`src/rtl/lc3b_fetch_unit.sv`:
```
// LC-3b instruction-fetch stage: owns the PC, runs the imem read handshake and feeds IF/ID.
// Optional perf counters are built only when LC3B_FETCH_PERF_EN is defined.
module lc3b_fetch_unit #(
   parameter logic [15:0] RESET_PC = 16'h0000
) (
   input  logic        clk,
   input  logic        reset,
   input  logic        stall,
   input  logic        redirect,
   input  logic [15:0] redirect_pc,
   output logic        imem_read,
   output logic [15:0] imem_addr,
   input  logic [15:0] imem_rdata,
   input  logic        imem_resp,
   output logic [31:0] ifid_bundle,
   output logic        ifid_load,
   output logic        ifid_flush
`ifdef LC3B_FETCH_PERF_EN
   ,
   output logic [15:0] perf_fetched,
   output logic [15:0] perf_stalls
`endif
);

   typedef enum logic [1:0] {REQ, HOLD, DISCARD} state_t;

   state_t      state_q, state_d;
   logic [15:0] pc_q, pc_d;
   logic [15:0] hold_buf_q, hold_buf_d;
   logic [15:0] disc_addr_q, disc_addr_d;

   logic [15:0] pc_inc, target;
   logic        read_c, load_c;
   logic [15:0] addr_c, data_c;

   assign pc_inc = pc_q + 16'd2;
   assign target = {redirect_pc[15:1], 1'b0};

   always_comb begin
      state_d     = state_q;
      pc_d        = pc_q;
      hold_buf_d  = hold_buf_q;
      disc_addr_d = disc_addr_q;
      read_c      = 1'b0;
      load_c      = 1'b0;
      addr_c      = pc_q;
      data_c      = imem_rdata;
      case (state_q)
         REQ: begin
            read_c = 1'b1;
            if (redirect) begin
               pc_d = target;
               // The read already on the bus must complete before a new address can go out
               if (!imem_resp) begin
                  disc_addr_d = pc_q;
                  state_d     = DISCARD;
               end
            end else if (imem_resp) begin
               if (stall) begin
                  hold_buf_d = imem_rdata;
                  state_d    = HOLD;
               end else begin
                  load_c = 1'b1;
                  pc_d   = pc_inc;
               end
            end
         end
         HOLD: begin
            data_c = hold_buf_q;
            if (redirect) begin
               pc_d    = target;
               state_d = REQ;
            end else if (!stall) begin
               load_c  = 1'b1;
               pc_d    = pc_inc;
               state_d = REQ;
            end
         end
         DISCARD: begin
            read_c = 1'b1;
            addr_c = disc_addr_q;
            if (redirect) pc_d = target;
            if (imem_resp) state_d = REQ;
         end
         default: state_d = REQ;
      endcase
      if (!reset) begin
         state_d     = REQ;
         pc_d        = RESET_PC;
         hold_buf_d  = 16'h0000;
         disc_addr_d = 16'h0000;
      end
   end

   always_ff @(posedge clk) begin
      state_q     <= state_d;
      pc_q        <= pc_d;
      hold_buf_q  <= hold_buf_d;
      disc_addr_q <= disc_addr_d;
   end

   // Redirect squashes any delivery in the same cycle; reset gates every output
   assign imem_read   = reset & read_c;
   assign imem_addr   = reset ? addr_c : 16'h0000;
   assign ifid_load   = reset & load_c & ~redirect;
   assign ifid_flush  = reset & redirect;
   assign ifid_bundle = reset ? {pc_inc, data_c} : 32'h0;

`ifdef LC3B_FETCH_PERF_EN
   logic [15:0] perf_fetched_q, perf_fetched_d;
   logic [15:0] perf_stalls_q, perf_stalls_d;

   always_comb begin
      perf_fetched_d = perf_fetched_q;
      perf_stalls_d  = perf_stalls_q;
      if (ifid_load && perf_fetched_q != 16'hFFFF)
         perf_fetched_d = perf_fetched_q + 16'd1;
      if (stall && state_q != DISCARD && perf_stalls_q != 16'hFFFF)
         perf_stalls_d = perf_stalls_q + 16'd1;
      if (!reset) begin
         perf_fetched_d = 16'h0000;
         perf_stalls_d  = 16'h0000;
      end
   end

   always_ff @(posedge clk) begin
      perf_fetched_q <= perf_fetched_d;
      perf_stalls_q  <= perf_stalls_d;
   end

   assign perf_fetched = perf_fetched_q;
   assign perf_stalls  = perf_stalls_q;
`endif

endmodule
```
`config.mk`:
```
export PLATFORM = sky130hd
export DESIGN_NAME = lc3b_fetch_unit
export DESIGN_NICKNAME = d
export VERILOG_FILES = /design/src/rtl/lc3b_fetch_unit.sv
export SDC_FILE = /design/constraint.sdc
export NUM_CORES = 1
export LEC_CHECK = 0
export ABC_CLOCK_PERIOD_IN_PS = 3030
export CAP_MARGIN = 10
export CELL_PAD_IN_SITES_DETAIL_PLACEMENT = 1
export CELL_PAD_IN_SITES_GLOBAL_PLACEMENT = 1
export CORE_ASPECT_RATIO = 0.8
export CORE_UTILIZATION = 30
export CTS_CLUSTER_DIAMETER = 150
export DETAILED_ROUTE_END_ITERATION = 6
export PLACE_DENSITY = 0.73
export SYNTH_ARGS = -nofsm -noshare
export SYNTH_HDL_FRONTEND = slang
export SYNTH_SLANG_ARGS = --single-unit
```
`constraint.sdc`:
```
create_clock -name clk -period 3.03 [get_ports clk]
set_clock_uncertainty 0.15 [all_clocks]
set_input_delay 0.606 -clock clk [delete_from_list [all_inputs] [get_ports clk]]
set_output_delay 0.606 -clock clk [all_outputs]
set_load 0.005 [all_outputs]
```
-- Yosys cells after proc, flatten, opt, wreduce, memory -nomap -nowiden
Cells that the tools add are included.
- register bits after elaboration: 50
- output and inout port bits: 51
- add/sub/neg operators: 1
- eq/ne operators: 8
- mux-type cells: 24
- bitwise gates (word level): 6
- reductions and logical operators: 7
- operator list (cell ; count):
    16-bit two-way mux ; 8
    16-bit one-hot mux with 3 select lines ; 1
    32-bit two-way mux ; 1
    16-bit by 2-bit adder with 16-bit output (second input constant) ; 1
    2-bit two-way mux ; 7
    3-bit inequality test (second input constant) ; 4
    2-bit one-hot mux with 3 select lines ; 1
    3-bit AND reduction ; 2
    1-bit two-way mux ; 5
    5-bit AND reduction ; 1
    1-bit bitwise AND ; 4
    2-bit inequality test (second input constant) ; 2
    4-bit AND reduction ; 1
    3-bit nonzero test ; 1
    2-bit by 1-bit == test with 1-bit output (second input constant) ; 1
    2-bit == test (second input constant) ; 1
    2-bit zero test ; 1
    1-bit NOT ; 2
    1-bit one-hot mux with 2 select lines ; 1
    2-bit OR reduction ; 1

-- Logic depth before layout (Yosys ltp)
- word-level depth: 6
- gate-level depth with buffers: 7

-- Worst setup path after synthesis
OpenSTA, ideal clock, no wires.
- kind: input to output
- start point: input port reset
- end point: output port ifid_bundle[23]
- arrival time: 1485 ps
- slack: 789 ps
- cell stages on the path: 5
- buffers on the path: 3
- cell sequence: clkbuf_1 > inv_1 > clkbuf_1 > clkbuf_1 > nor2_1
- cells in the longest elaborated chain, start to end: 1
- ends and longest elaborated chain (item ; RTL line ; source):
    start, declared ; 7 ; input logic reset,
    32-bit two-way mux ; 107 ; assign ifid_bundle = reset ? {pc_inc, data_c} : 32'h0;
    end, declared ; 15 ; output logic [31:0] ifid_bundle,
No other way between the ends.

-- Worst setup path after layout
- start point: register pc_q[1]
- end point: output port ifid_bundle[31]
- cells in the longest elaborated chain, start to end: 2
- ends and longest elaborated chain (item ; RTL line ; source):
    start, declared ; 28 ; logic [15:0] pc_q, pc_d;
    start signal, assigned ; 97 ; pc_q <= pc_d;
    16-bit by 2-bit adder with 16-bit output ; 36 ; assign pc_inc = pc_q + 16'd2;
    32-bit two-way mux ; 107 ;
No other way between the ends.

==> results.cfg <==
[run_status]
status = finished, violations left
violations = design-rule violations

[clock_network]
cts_root_buffer = clkbuf_16
clkSinkCount = 48
cts.clk_slew.worst_paths_ns = 0.06
cts_buffers = 5
htreeDepth = 2
clockBufferDepth = 2
clk_latency_ns = 0.29
cts_tree = yes
hold_buffers = 0
postCtsSetupBuffers = 0

[drt]
num_vias = 3278
drt_iter0_markers = 176
firstDrtPassIters = 6
wl_per_cell_um = 16.0
drcViolationCount = 6
ant_nets = 0
avgViaCountPerCell = 5.27
drt_wl_total_mm = 9.96

[pwr]
leakage_nw = 1.40
power.density_nw_per_um2 = 409
ir_worst_vdd_mv = 0.251

[floorplanning]
coreArea_um2 = 9190
ios = 88
die_h_um = 89.6
die_w_um = 112
rows = 31
die_area_um2 = 9990
start_util = 0.313

[global_routing]
antenna_found_initial = 0
first_global_vias = 3127
met2_usage = 0.319
grtUsageMet3 = 0.0268
grt_max_degree = 33
busiest_layer = met2
grt_usage = 0.198
grt_pass1_wl_mm = 15.8
met1_usage = 0.285
grt_overflow_total = 0

[synth]
ys_ff_latch = 48
syn_area_per_cell_um2 = 6.62
yosysUniqueCellTypes = 43
ys_async_sr_fraction = 0
syn_area_um2 = 2880
synth_top_family_by_area = simple AND/OR/NAND/NOR gates
yosysWarnings = 0
synth_cells = 435
synth_mux_area_frac = 0
dominantRegCellSynth = dfxtp_1
synth-edff-count = 0
yosysSeqAreaShare = 0.334
synth_top_area_frac = 0.334
synth-xor-area-share = 0.0395
synth_area_leader_cell = dfxtp_1
synthSimpleGateAreaFrac = 0.317
yosys.area_share.adder = 0.00435
synth-compound-area-share = 0.226
synthTopCellsByArea = dfxtp_1 33%, nand2_1 19%, a21oi_1 13%, buf_2 3.5%, clkbuf_1 3.1%

[place]
routabilityCongestion = 0.833
place.port_buffers = 84
hpwl_mm = 7.17
place_ws_ns = -0.00609

[sta]
finalHoldViolCount = 0
period_share = 0.973
setup_viol = 0
finalSetupTns_ns = 0
worst_pin_slew_ns = 0.743
rsz0062_at_grt = yes
slew_headroom = 0.502
fmax_mhz = 339
setup_slack_ns = 0.0825
finalCriticalPeriod_ns = 2.95
maxSlewViolCount = 0

[worst_setup_path]
r2r_slack_ns = 1.06
critPathRequiredTime_ns = 2.27
cp-end-kind = output pin
critical_path_class = reg2out
worst_ep_arrival_time_ns = 2.19
crit_fanout = 5
start_kind = register

[job]
maxCapViolCount = 0

[worst_hold_path]
hold_class = reg2reg

[cells_and_area]
drive_above_1_share = 0.0848
final_nets = 544
area_growth_pct = 39.9
n_antenna_cell = 0
## cells by family (layout without fill, tap and decap cells)
family | Yosys count | after routing
and+or+nand+nor | 210 | 210
AOI/OAI and AO/OA | 113 | 113
buffers and inverters | 49 | 120
DFF | 48 | 48
xor gates and xnor gates | 13 | 13
adders and majority gates | 1 | 1
other | 1 | 2
## worst max-delay path, stage by stage (launching register included)
cell             delay, ns
dfxtp_1               0.35
ha_2                  0.23
nand3_1               0.16
nor4_1                0.27
buf_4                 0.17
xnor2_1               0.09
nor2_1                0.12
clkdlybuf4s50_1       0.50
## final cells by class
class / instances / area, um^2
Fill cell: 1161 / 5160
Multi-Input combinational cell: 339 / 1700
Clock inverter: 2 / 15.0
Timing Repair Buffer: 110 / 1050
Tap cell: 115 / 144
Sequential cell: 48 / 968
Clock buffer: 6 / 139
Inverter: 2 / 7.51
## stage by stage
stage                     area, um^2  power (W)  cells  hold slack [ns]  utilization
after floorplan                 2880   0.000880    436            0.287            -
after global placement          3860    0.00106    614            0.292        0.420
after detailed placement        3860    0.00107    614            0.297        0.420
after CTS                       4020    0.00166    622            0.307        0.437
after global routing            4030    0.00172    622            0.326        0.438
final                           4030    0.00165    622            0.307        0.438
## layer usage
| metal | routed length [um] | vias up |
|---|---|---|
| met5 | 0 | - |
| met4 | 64 | 0 |
| met3 | 313 | 7 |
| met2 | 4380 | 58 |
| met1 | 5200 | 1593 |
| li1 | - | 1620 |
## final timing paths
| check | start | endpoint | cells past startpoint |
|---|---|---|---|
| setup / recovery | pc_q[1] | ifid_bundle[31] | 7 |
| hold / removal | hold_buf_q[11] | hold_buf_q[11] | 2 |
| hold reg to reg | hold_buf_q[11] | hold_buf_q[11] | 2 |
| setup reg to reg | state_q[0] | pc_q[9] | 6 |
## synthesized netlist by cell type, types with 3 or more instances
library cell	count
nor4_1	5
nand2_1	144
xor2_1	8
xnor2_1	5
o22ai_1	6
and4_1	3
a211oi_1	4
nand4_1	11
nand2b_1	4
nor3_1	3
a21oi_1	72
nor2_1	22
o221ai_1	3
a31oi_1	3
dfxtp_1	48
nand3_1	5
o21ai_0	9
and3_1	3
buf_2	20
o31a_1	6
clkbuf_1	24
## state kept, by name, indices dropped and copies added, names as in the netlist
register,cells
hold_buf_q,16
disc_addr_q,15
pc_q,15
state_q,2
## power by group
part	switching [W]	internal, W	total (W)
registers	0.0000402	0.000662	0.000702
logic	0.000176	0.000183	0.000359
clock network	0.000256	0.000329	0.000585
total	0.000472	0.00117	0.00165
## placed cells by master (no fill, tap or decap), drive strengths merged, types with 6 or more instances in the layout
cell type and instances:
nor2 22, clkdlybuf4s50 83, xor2 8, buf 26, dfxtp 48, nand4 11, nand2 144, o31a 6
o22ai 6, a21oi 72, clkbuf 6, o21ai 9
## what timing repair did
item / CTS / global route
pin swaps: 0 / 0
endpoints found under the setup margin: 2 / 25
gates resized for setup: 1 / 8
(Power assumes the default switching activity.)
